### src/rtl/wb_ic_2x2.sv
// Two-master, two-slave Wishbone classic interconnect: address decode,
// per-slave round-robin grant, and error termination of unmapped accesses.
//
// state  | meaning
// IDLE   | slave free, all slave-side outputs held at 0
// M0     | slave bound to master 0 until m0_cyc drops
// M1     | slave bound to master 1 until m1_cyc drops
module wb_ic_2x2 #(
  parameter int WB_ADDR_WIDTH = 32,
  parameter int WB_DATA_WIDTH = 32,
  parameter logic [WB_ADDR_WIDTH-1:0] SLAVE0_ADDR_BASE  = 'h0000_0000,
  parameter logic [WB_ADDR_WIDTH-1:0] SLAVE0_ADDR_LIMIT = 'h0000_1fff,
  parameter logic [WB_ADDR_WIDTH-1:0] SLAVE1_ADDR_BASE  = 'h1000_0000,
  parameter logic [WB_ADDR_WIDTH-1:0] SLAVE1_ADDR_LIMIT = 'h1fff_ffff
) (
  input  logic                       clk,
  input  logic                       rst,
  input  logic [WB_ADDR_WIDTH-1:0]   m0_adr,
  input  logic [WB_DATA_WIDTH-1:0]   m0_dat_w,
  output logic [WB_DATA_WIDTH-1:0]   m0_dat_r,
  input  logic                       m0_cyc,
  input  logic                       m0_stb,
  input  logic                       m0_we,
  input  logic [WB_DATA_WIDTH/8-1:0] m0_sel,
  output logic                       m0_ack,
  output logic                       m0_err,
  input  logic [WB_ADDR_WIDTH-1:0]   m1_adr,
  input  logic [WB_DATA_WIDTH-1:0]   m1_dat_w,
  output logic [WB_DATA_WIDTH-1:0]   m1_dat_r,
  input  logic                       m1_cyc,
  input  logic                       m1_stb,
  input  logic                       m1_we,
  input  logic [WB_DATA_WIDTH/8-1:0] m1_sel,
  output logic                       m1_ack,
  output logic                       m1_err,
  output logic [WB_ADDR_WIDTH-1:0]   s0_adr,
  output logic [WB_DATA_WIDTH-1:0]   s0_dat_w,
  input  logic [WB_DATA_WIDTH-1:0]   s0_dat_r,
  output logic                       s0_cyc,
  output logic                       s0_stb,
  output logic                       s0_we,
  output logic [WB_DATA_WIDTH/8-1:0] s0_sel,
  input  logic                       s0_ack,
  input  logic                       s0_err,
  output logic [WB_ADDR_WIDTH-1:0]   s1_adr,
  output logic [WB_DATA_WIDTH-1:0]   s1_dat_w,
  input  logic [WB_DATA_WIDTH-1:0]   s1_dat_r,
  output logic                       s1_cyc,
  output logic                       s1_stb,
  output logic                       s1_we,
  output logic [WB_DATA_WIDTH/8-1:0] s1_sel,
  input  logic                       s1_ack,
  input  logic                       s1_err
);

  typedef enum logic [1:0] {G_IDLE, G_M0, G_M1} gnt_t;

  gnt_t gnt0_q, gnt0_d, gnt1_q, gnt1_d;
  logic prio0_q, prio1_q;  // 1: m0 wins the next tie on that slave
  logic err0_q, err1_q;

  // Offset compare keeps the inclusive range check free of constant-zero compares.
  function automatic logic in_range(input logic [WB_ADDR_WIDTH-1:0] adr,
                                    input logic [WB_ADDR_WIDTH-1:0] base,
                                    input logic [WB_ADDR_WIDTH-1:0] limit);
    logic [WB_ADDR_WIDTH-1:0] off;
    off = adr - base;
    return off <= (limit - base);
  endfunction

  function automatic gnt_t next_gnt(input gnt_t cur, input logic r0, input logic r1,
                                    input logic prio_m0, input logic c0, input logic c1);
    gnt_t nxt;
    nxt = cur;
    case (cur)
      G_IDLE: begin
        if (r0 && (!r1 || prio_m0)) nxt = G_M0;
        else if (r1)                nxt = G_M1;
        else                        nxt = G_IDLE;
      end
      G_M0:    nxt = c0 ? G_M0 : G_IDLE;
      G_M1:    nxt = c1 ? G_M1 : G_IDLE;
      default: nxt = G_IDLE;
    endcase
    return nxt;
  endfunction

  logic m0_hit0, m0_hit1, m1_hit0, m1_hit1;
  logic m0_bound0, m0_bound1, m1_bound0, m1_bound1;
  logic m0_act, m1_act;
  logic r0_s0, r0_s1, r1_s0, r1_s1;
  logic m0_unmapped, m1_unmapped;

  assign m0_hit0 = in_range(m0_adr, SLAVE0_ADDR_BASE, SLAVE0_ADDR_LIMIT);
  assign m0_hit1 = in_range(m0_adr, SLAVE1_ADDR_BASE, SLAVE1_ADDR_LIMIT) & ~m0_hit0;
  assign m1_hit0 = in_range(m1_adr, SLAVE0_ADDR_BASE, SLAVE0_ADDR_LIMIT);
  assign m1_hit1 = in_range(m1_adr, SLAVE1_ADDR_BASE, SLAVE1_ADDR_LIMIT) & ~m1_hit0;

  assign m0_bound0 = (gnt0_q == G_M0);
  assign m0_bound1 = (gnt1_q == G_M0);
  assign m1_bound0 = (gnt0_q == G_M1);
  assign m1_bound1 = (gnt1_q == G_M1);

  assign m0_act = m0_cyc & m0_stb;
  assign m1_act = m1_cyc & m1_stb;

  // A master already holding one slave may not claim the other.
  assign r0_s0 = m0_act & m0_hit0 & ~m0_bound1;
  assign r0_s1 = m0_act & m0_hit1 & ~m0_bound0;
  assign r1_s0 = m1_act & m1_hit0 & ~m1_bound1;
  assign r1_s1 = m1_act & m1_hit1 & ~m1_bound0;

  assign m0_unmapped = m0_act & ~m0_hit0 & ~m0_hit1 & ~m0_bound0 & ~m0_bound1;
  assign m1_unmapped = m1_act & ~m1_hit0 & ~m1_hit1 & ~m1_bound0 & ~m1_bound1;

  always_comb begin
    gnt0_d = gnt0_q;
    gnt1_d = gnt1_q;
    gnt0_d = next_gnt(gnt0_q, r0_s0, r1_s0, prio0_q, m0_cyc, m1_cyc);
    gnt1_d = next_gnt(gnt1_q, r0_s1, r1_s1, prio1_q, m0_cyc, m1_cyc);
  end

  always_ff @(posedge clk or posedge rst) begin
    if (rst) begin
      gnt0_q  <= G_IDLE;
      gnt1_q  <= G_IDLE;
      prio0_q <= 1'b1;
      prio1_q <= 1'b1;
      err0_q  <= 1'b0;
      err1_q  <= 1'b0;
    end else begin
      gnt0_q <= gnt0_d;
      gnt1_q <= gnt1_d;
      if (gnt0_d == G_M0)      prio0_q <= 1'b0;
      else if (gnt0_d == G_M1) prio0_q <= 1'b1;
      if (gnt1_d == G_M0)      prio1_q <= 1'b0;
      else if (gnt1_d == G_M1) prio1_q <= 1'b1;
      // Toggling gives one err per two cycles while stb is held.
      err0_q <= m0_unmapped & ~err0_q;
      err1_q <= m1_unmapped & ~err1_q;
    end
  end

  always_comb begin
    s0_adr = '0; s0_dat_w = '0; s0_cyc = 1'b0; s0_stb = 1'b0; s0_we = 1'b0; s0_sel = '0;
    case (gnt0_q)
      G_M0: begin
        s0_adr = m0_adr; s0_dat_w = m0_dat_w; s0_cyc = m0_cyc;
        s0_stb = m0_stb; s0_we = m0_we; s0_sel = m0_sel;
      end
      G_M1: begin
        s0_adr = m1_adr; s0_dat_w = m1_dat_w; s0_cyc = m1_cyc;
        s0_stb = m1_stb; s0_we = m1_we; s0_sel = m1_sel;
      end
      default: ;
    endcase
  end

  always_comb begin
    s1_adr = '0; s1_dat_w = '0; s1_cyc = 1'b0; s1_stb = 1'b0; s1_we = 1'b0; s1_sel = '0;
    case (gnt1_q)
      G_M0: begin
        s1_adr = m0_adr; s1_dat_w = m0_dat_w; s1_cyc = m0_cyc;
        s1_stb = m0_stb; s1_we = m0_we; s1_sel = m0_sel;
      end
      G_M1: begin
        s1_adr = m1_adr; s1_dat_w = m1_dat_w; s1_cyc = m1_cyc;
        s1_stb = m1_stb; s1_we = m1_we; s1_sel = m1_sel;
      end
      default: ;
    endcase
  end

  always_comb begin
    m0_dat_r = '0; m0_ack = 1'b0; m0_err = 1'b0;
    if (m0_bound0) begin
      m0_dat_r = s0_dat_r; m0_ack = s0_ack; m0_err = s0_err;
    end else if (m0_bound1) begin
      m0_dat_r = s1_dat_r; m0_ack = s1_ack; m0_err = s1_err;
    end else begin
      m0_err = err0_q;
    end
  end

  always_comb begin
    m1_dat_r = '0; m1_ack = 1'b0; m1_err = 1'b0;
    if (m1_bound0) begin
      m1_dat_r = s0_dat_r; m1_ack = s0_ack; m1_err = s0_err;
    end else if (m1_bound1) begin
      m1_dat_r = s1_dat_r; m1_ack = s1_ack; m1_err = s1_err;
    end else begin
      m1_err = err1_q;
    end
  end

endmodule

### config.mk
export PLATFORM = sky130hd
export DESIGN_NAME = wb_ic_2x2
export DESIGN_NICKNAME = d
export VERILOG_FILES = /design/src/rtl/wb_ic_2x2.sv
export SDC_FILE = /design/constraint.sdc
export NUM_CORES = 1
export LEC_CHECK = 0
export BUFFER_PORTS_ARGS = -buffer_cell sky130_fd_sc_hd__buf_2
export CORE_AREA = 5 5 160 162
export CTS_CLUSTER_SIZE = 28
export DETAILED_ROUTE_END_ITERATION = 16
export DIE_AREA = 0 0 165 167
export GPL_TIMING_DRIVEN = 0
export PLACE_DENSITY = 0.48
export SLEW_MARGIN = 20
export SYNTH_ARGS = -nofsm -noshare
export SYNTH_HDL_FRONTEND = slang
export SYNTH_SLANG_ARGS = --single-unit
### constraint.sdc
create_clock -name clk -period 3.6 [get_ports clk]
set_input_delay 0.72 -clock clk [delete_from_list [all_inputs] [get_ports clk]]
set_output_delay 0.72 -clock clk [all_outputs]
set_load 0.02 [all_outputs]
Word level (Yosys, flattened, before mapping)
Cells that the tools add are included.
{ "totals": {"regBits": 8, "in_bits": 212, "output_inout_bits": 210, "elab_cells": 98} }
{ "op_classes": {"add_sub_neg": 2, "n_lt_le_gt_ge": 4, "eq_ne": 8, "n_mux": 36, "bitwise": 32, "n_reduce_logical": 10} }
{ "ops": {"columns": ["cell", "n"], "rows": [
  ["case mux 32 bit (2 select lines)", 4],
  ["two-way mux 32 bit", 4],
  ["<= comparator 32 x 13 -> 1 bit (second input constant)", 2],
  ["<= comparator 32 x 28 -> 1 bit (second input constant)", 2],
  ["subtractor 32 x 29 -> 32 bit (second input constant)", 2],
  ["bitwise AND 1 bit", 22],
  ["case mux 4 bit (2 select lines)", 2],
  ["two-way mux 1 bit", 13],
  ["case mux 1 bit (2 select lines)", 6],
  ["case mux 2 bit (3 select lines)", 2],
  ["two-way mux 2 bit", 5],
  ["inverter 1 bit", 10],
  ["equality test 2 x 1 -> 1 bit (second input constant)", 4],
  ["equality test 2 bit (second input constant)", 4],
  ["zero test 2 bit", 2],
  ["nonzero test 2 bit", 2],
  ["logical AND 1 bit", 2],
  ["zero test 1 bit", 2],
  ["logical OR 1 bit", 2]
]} }

Depth between registers and ports, before layout
Gate-level depths: netlist (run 1).
{ "depth": {"ltp_word": 13, "ltp_mapped": 9, "depth_no_buf": 7} }

Worst setup path after synthesis (run 1)
OpenSTA, ideal clock, no wires.
{ "synth_path": {"path_kind": "input -> register", "startpoint": "input port m1_adr[31]", "endpoint": "register prio1_q", "arrival_time_ps": 2598, "required_time_ps": 3525, "setup_slack_ps": 927, "stages": 6, "n_path_buf": 0, "path_cell_list": "or4b_4 > or3_4 > o2111a_1 > o32a_1 > ha_1 > mux2i_1"} }
{ "synth_between": {"elab_chain_len": 12, "elab_cells_between_ends": 17, "cone_classes": "add/sub: 1; order compare: 2; eq/ne: 2; mux: 4; bitwise: 4; reduce/logical: 4"} }
{ "synth_lines": {"columns": ["element", "line", "source"], "rows": [
  ["from (decl)", "27", "input logic [WB_ADDR_WIDTH-1:0] m1_adr,"],
  ["subtractor 32 x 29 -> 32 bit or <= comparator 32 x 13 -> 1 bit (tied branches)", "67, 68", null],
  ["<= comparator 32 x 28 -> 1 bit or inverter 1 bit (tied branches)", "68, 97", null],
  ["bitwise AND 1 bit (*)", "97", "assign m1_hit1 = in_range(m1_adr, SLAVE1_ADDR_BASE, SLAVE1_ADDR_LIMIT) & ~m1_hit0;"],
  ["bitwise AND 1 bit (*) (2 in series)", "111", "assign r1_s1 = m1_act & m1_hit1 & ~m1_bound0;"],
  ["zero test 1 bit", "77", "if (r0 && (!r1 || prio_m0)) nxt = G_M0;"],
  ["logical OR 1 bit", "77", null],
  ["logical AND 1 bit", "77", null],
  ["two-way mux 2 bit (*)", "77", null],
  ["case mux 2 bit (3 select lines) (*)", "75", "case (cur)"],
  ["equality test 2 x 1 -> 1 bit or equality test 2 bit (tied branches)", "136, 137", null],
  ["two-way mux 1 bit or nonzero test 2 bit (tied branches)", null, null],
  ["to (signal assigned)", "128", "prio1_q <= 1'b1;"],
  ["to (signal assigned)", "136", "if (gnt1_d == G_M0) prio1_q <= 1'b0;"],
  ["to (signal assigned)", "137", "else if (gnt1_d == G_M1) prio1_q <= 1'b1;"],
  ["to (decl)", "59", "logic prio0_q, prio1_q;"]
]} }
Every way passes the cells marked *; elsewhere a longest branch is shown, timed or not.
A chain may end at the register's enable or synchronous reset.

Worst setup path in the final report (run 1)
{ "layout_path": {"startpoint": "register gnt0_q[0]", "endpoint": "output port m1_dat_r[12]"} }
{ "layout_between": {"elab_chain_len": 2} }
{ "layout_lines": {"columns": ["element", "line", "source"], "rows": [
  ["from (decl)", "58", "gnt_t gnt0_q, gnt0_d, gnt1_q, gnt1_d;"],
  ["from (signal assigned)", "132", "gnt0_q <= gnt0_d;"],
  ["equality test 2 bit", "101", "assign m1_bound0 = (gnt0_q == G_M1);"],
  ["two-way mux 32 bit", "187", "if (m1_bound0) begin"],
  ["to (decl)", "29", "output logic [WB_DATA_WIDTH-1:0] m1_dat_r,"]
]} }
Every way passes these cells.

==> impl_results.md, run 1 <==
* Vias at about 6,400
* Min cycle time layout at 3.30 ns
* Die width at about 170 um
* GP Congestion at approximately 0.86
* Setup_tns at 0 ns
* Share of cells above drive strength 1 at 0.448
* Antenna violations before repair at 3
* Crit. End Element: output pin
* Hold Buf Count CTS at 0
* Status: complete, no violations
* Netlist Area Pre-Place at 3590 sq um
* Pins Over Slew Limit at 0
* Post-CTS resize count at 6
* Number of setup buffers added after CTS at 0
* Clk_lat worst skew at 0.23 ns
* Post-synth cell types at 34
* Total GRT Usage at 0.213
* Num CTS Buffers at 3
* Hold/Removal Path Class: primary input to asynchronous set/reset pin
* Worst EP required at 2.88 ns
* Largest area contributor in the netlist: a22oi_1
* Global-route wire length before repair at 43,900 um
* Static Leakage at 2.81 nW
* Pre-Repair DR Iteration Count at 5
* HPWL Detailed at between 20,000 and 30,000 um
* Syn avg cell area at between 6 and 7 sq um
* Post-DR vias/cell at 4.91
* Max-cap violations at 0
* Syn nets at between 700 and 800
* H-Tree Depth at 1
* Worst slew margin at 0.340
* Die Area at roughly 28,000 sq um
* CORE AREA at approximately 24,000 sq um
* Number of global-route vias before repair at between 6,000 and 7,000
* Area grow syn2layout at 72.4%
* Fin util at 0.259
* Vert. Die Dim at around 170 um
* Element type at the critical path start: flip-flop
* Power, Total at around 0.58 mW
* Drt total wl at 31,900 um
* Period utilisation layout at 0.917
* Hold Vio Cnt, Final at 0
* CTS tree: built
* Crit Path Max Fanout at 10
* Remaining antenna violation count at 0
* Post-synthesis register bit count at 8
* Effective utilization at floorplan at 0.150
* Fin area at slightly above 6000 sq um
* Setup violations, final at 0
* CP arrival at ~2.6 ns
* Sequential fraction of the synthesis area at 0.0564
* Wire per inst at between 20 and 25 um
* TritonCTS sink count at 8
* Gr ovfl total at 0
* Maximum clock rate at 303 MHz
* PD cells at approximately 93 nW/um^2
* NumNets Final at between 1,000 and 1,500
* Port Buffers at 421
* DR DRC count at 0
* RSZ-0062 raised after global routing: no
* Synth top area share at 0.292
* I/O pins at about 420
* Syn. warnings at 0
* Worst-Margin Slew at roughly 0.99 ns
* Worst-path clk slew at about 0.04 ns
* Max clock buf depth at 2
* Peak supply drop at between 0.0001 and 0.00015 V
* Drt initial violations at 450
* Std cell rows at 57
* Pin count of the biggest net entering global routing at 11
* Clock root cell: clkbuf_16
* Cell area after placement at between 6000 and 7000 sq um
* Syn Inst Count at 556
* WS Path Type: flip-flop to output pin
* Final Skew at 0.00221 ns
* Synth area leaders: a22oi_1, nor2b_1, a22o_1, nand2_1, clkbuf_1
[layout by cell type, fill, tap and decap left out, drive strengths merged, types with 4 or more instances in the layout]
| master | count |
|---|---|
| a22o | 35 |
| a22oi | 140 |
| buf | 424 |
| clkbuf | 65 |
| dfrtp | 6 |
| ha | 10 |
| inv | 7 |
| mux2i | 4 |
| nand2 | 72 |
| nor2 | 5 |
| nor2b | 143 |
| nor3 | 4 |
| nor4 | 7 |
| o21ai | 33 |
[synth_stat cells]
library cell and number:
nor2b_1 143, a22oi_1 140, nand2_1 72, clkbuf_1 62, a22o_1 35, o21ai_0 33, ha_1 10, inv_1 7
nor4_1 7, dfrtp_1 6, nor2_1 5, mux2i_1 4, nor3_1 4, a21boi_0 2, buf_4 2, dfstp_2 2
nand3_1 2, nand4_1 2, o22ai_1 2, or4_1 2, a21oi_1 1, a31o_2 1, a31oi_1 1, and3_1 1
buf_1 1, nand2b_1 1, o2111a_1 1, o2111ai_1 1, o211a_1 1, o32a_1 1, o32ai_1 1, or2_2 1
or3_4 1, or4b_4 1
[flip-flops by register name, summed over array words and instances, names as in the netlist]
name     cells
gnt1_q       2
prio1_q      1
prio0_q      1
gnt0_q       2
err1_q       1
err0_q       1
[metrics by stage]
stage               hold slack (ns)  setup slack, ns  std cells
finish                        0.448            0.299       1306
floorplan                     0.455            0.927        556
detailed placement            0.478           0.0266       1301
CTS                           0.463           0.0164       1304
global placement              0.472          -0.0491       1301
global route                  0.492            0.115       1305
[worst max-delay path: stages (launching register included)]
cell and delay [ns]:
dfrtp_1 0.40, inv_1 0.09, ha_1 0.29, clkbuf_2 0.34, clkbuf_2 0.37, clkbuf_1 0.38
nand2_1 0.08, o21ai_0 0.16, buf_2 0.24
[area by class of cell]
cell class / count / area (sq um)
Antenna cell: 2 / 5.00
Buffer: 65 / 260
Clock buffer: 3 / 75.1
Fill cell: 2802 / 17800
Tap cell: 324 / 405
Inverter: 7 / 26.3
Timing Repair Buffer: 421 / 2110
Multi-Input combinational cell: 476 / 3110
Sequential cell: 8 / 203
[cell families (layout without fill, tap and decap cells)]
family	Yosys count	in the layout	share of synthesized area
DFF	8	8	0.0564
buffers and inverters	72	496	0.0773
other	0	2	0
muxes	4	4	0.0111
adders and majority gates	10	10	0.0348
AOI/OAI and AO/OA	220	220	0.451
and+or+nand+nor	242	242	0.370
[routing by layer]
layer | track usage | vias up | wire (um)
met5 | 0 | - | 0
met3 | 0.0371 | 41 | 2550
met4 | 0.0618 | 0 | 935
met2 | 0.399 | 415 | 16100
li1 | - | 2914 | -
met1 | 0.242 | 3037 | 12300
[report_power, final]
group | switching (mW) | total [mW] | internal (mW) | leakage (nW)
logic | 0.170 | 0.296 | 0.126 | 2.67
clock network | 0.0417 | 0.185 | 0.143 | 0.0370
registers | 0.00195 | 0.0953 | 0.0933 | 0.103
total | 0.214 | 0.576 | 0.362 | 2.81
[worst paths after layout]
kind                       depth (start not counted)           end       from  slack [ns]
max                                                8  m1_dat_r[12]  gnt0_q[0]        0.30
min reg2reg                                        2       prio1_q    prio1_q        0.48
max reg2reg                                        8       prio0_q  gnt0_q[1]        1.11
max in group asynchronous                          2       prio0_q        rst        2.85
min                                                2     gnt1_q[0]        rst        0.45
min in group clk                                   2       prio1_q    prio1_q        0.48
(Power assumes the default switching activity.)
==> inputs of run 2 (changes only) <==
==> constraint.sdc (replaced) <==
create_clock -name clk -period 3.7 [get_ports clk]
set_input_delay 0.74 -clock clk [delete_from_list [all_inputs] [get_ports clk]]
set_output_delay 0.74 -clock clk [all_outputs]
set_load 0.02 [all_outputs]
==> impl_results.md, run 2 (synthesis results as in run 1) <==
* Peak supply drop at 0.000100 V (-1.5%)
* Vert. Die Dim at 167 um (unchanged)
* Share of cells above drive strength 1 at 0.446 (-0.00204)
* Hold/Removal Path Class: primary input to asynchronous set/reset pin
* Fin area at 6190 sq um (about the same)
* Max-cap violations at 0 (unchanged)
* Pin count of the biggest net entering global routing at 11 (unchanged)
* Worst Reg2Reg Path Length in Cells at 9 (+1)
* Clock root cell: clkbuf_16
* NumNets Final at 1,204 (unchanged)
* Maximum clock rate at just under 300 MHz
* Std cell rows at 57 (unchanged)
* Switching pwr at 0.210 mW (-2.0%)
* HPWL Detailed at 26,500 um (unchanged)
* Cell area after placement at 6110 sq um (unchanged)
* Cell family with most CP delay: buffers and inverters
* CTS tree: built
* Wire per inst at 24.4 um (+0.11%)
* Hold Vio Cnt, Final at 0 (unchanged)
* Setup_tns at 0 ns (unchanged)
* Drt initial violations at 456 (+1.3%)
* Worst path cell trace: inv_1 > ha_1 > clkbuf_2 > clkbuf_1 > a22oi_1 > nor2b_1 > buf_2
* Drt total wl at 31,900 um (+0.11%)
* Number of global-route vias before repair at 6,592 (+0.015%)
* Min cycle time layout at around 3.4 ns
* Port Buffers at 421 (unchanged)
* Worst-path clk slew at 0.04 ns (about the same)
* Vias at 6,417 (+0.16%)
* PD cells at 90.8 nW/um^2 (-2.4%)
* Crit Path Max Fanout at 10 (unchanged)
* Remaining antenna violation count at 0 (unchanged)
* Effective utilization at floorplan at 0.150 (unchanged)
* Static Leakage at 2.80 nW (-0.25%)
* WS Path Type: flip-flop to output pin
* Hold Buf Count CTS at 0 (unchanged)
* Most common cell after layout, fill and taps aside: buf_2
* I/O pins at 422 (unchanged)
* Num CTS Buffers at 3 (unchanged)
* CORE AREA at 24,000 sq um (unchanged)
* Die width at 165 um (unchanged)
* Setup violations, final at 0 (unchanged)
* Clock Power Share at 0.321 (about the same)
* Final Skew at 0.00305 ns (+0.000844 ns)
* Filler Cell Count at 2,801 (-0.036%)
* Crit. End Element: output pin
* Seq pwr share at 0.165 (about the same)
* Int Pwr at 0.352 mW (-2.7%)
* Comb pwr share at 0.514 (about the same)
* Antenna violations before repair at 3 (unchanged)
* Fin util at 0.258 (about the same)
* GP Congestion at 0.861 (unchanged)
* Worst EP required at 2.96 ns (+0.08 ns)
* Die Area at 27,600 sq um (unchanged)
* CP peak stage delay at 0.72 ns (+0.32 ns)
* CP max-delay cell: clkbuf_1
* Most frequent cells in the layout: buf_2, nor2b_1, a22oi_1, nand2_1, clkbuf_1
* Register area at 203 sq um (unchanged)
* Status: complete, no violations
* Worst slew margin at 0.338 (-0.00183)
* Clk_lat worst skew at 0.23 ns (about the same)
* Total GRT Usage at 0.213 (unchanged)
* Element type at the critical path start: flip-flop
* Critical path depth at 7 (-1)
* TritonCTS sink count at 8 (unchanged)
* Period utilisation layout at 0.926
* Registers with the most flip-flops: gnt0_q: 2 flops, gnt1_q: 2 flops
* Area occupied by multi-input gates at 3110 sq um (unchanged)
* Pre-Repair DR Iteration Count at 5 (unchanged)
* RSZ-0062 raised after global routing: no
* DR DRC count at 0 (unchanged)
* Pins Over Slew Limit at 0 (unchanged)
* Post-DR vias/cell at 4.91 (+0.16%)
* Global-route wire length before repair at 43,900 um (about the same)
* Gr ovfl total at 0 (unchanged)
* Worst-Margin Slew at 0.993 ns (+0.00274 ns)
* CP arrival at 2.69 ns (+0.11 ns)
* CP bufs+invs at 4 (-1)
* Switch share at 0.373 (+0.00154)
* H-Tree Depth at 1 (unchanged)
* Area grow syn2layout at 72.3% (about the same)
* Max clock buf depth at 2 (unchanged)
[run 2: cell counts in the layout (fill, tap and decap cells not counted)]
No cell type changed its count.
[run 2: power groups by stage]
stage / logic [mW] / clock network [mW] / registers, mW
finish: 0.289 / 0.181 / 0.0927
global route: 0.308 / 0.186 / 0.0928
CTS: 0.286 / 0.181 / 0.0926
detailed placement: 0.285 / 0 / 0.0937
global placement: 0.282 / 0 / 0.0937
floorplan: 0.0787 / 0 / 0.0930
[run 2: per-stage QoR]
stage | worst slack [ns] | total power, mW | hold slack (ns) | std cells
5_1_grt | 0.184 | 0.587 | 0.511 | 1305
3_3_place_gp | 0.0309 | 0.376 | 0.472 | 1301
6_report | 0.274 | 0.562 | 0.471 | 1306
3_5_place_dp | 0.107 | 0.379 | 0.478 | 1301
4_1_cts | 0.0110 | 0.559 | 0.483 | 1304
2_1_floorplan | 1.01 | 0.172 | 0.455 | 556
[run 2: cell type report]
type / instances / share of cell area
flip-flops and latches: 8 / 0.0327
multi-input cells: 476 / 0.503
clock buffers: 3 / 0.0121
repair buffers: 421 / 0.340
diodes: 2 / 0.000808
plain buffers: 65 / 0.0416
inverters: 7 / 0.00424
well taps: 324 / 0.0655
[run 2: worst paths after layout]
kind,startpoint,endpoint,slack (ns)
max,gnt0_q[0],s0_adr[0],0.27
min,rst,gnt1_q[0],0.47
max reg2reg,gnt0_q[0],prio0_q,1.05
min reg2reg,prio1_q,prio1_q,0.48
max in group asynchronous,rst,prio0_q,2.92
min in group clk,prio1_q,prio1_q,0.48
[run 2: timing repair]
item                                    4_1_cts  5_1_grt
resized for setup                             2        8
pin swaps                                     0        0
hold endpoints to repair                      0        0
buffers inserted                              0        0
endpoints found under the setup margin       33       30
[run 2: metal layers]
metal | global-route usage | routed length, um | share of wire | vias to the layer above
li1 | - | - | - | 2911
met1 | 0.242 | 12300 | 0.39 | 3038
met2 | 0.399 | 16100 | 0.51 | 427
met3 | 0.0371 | 2530 | 0.079 | 41
met4 | 0.0618 | 932 | 0.029 | 0
met5 | 0 | 0 | 0 | -
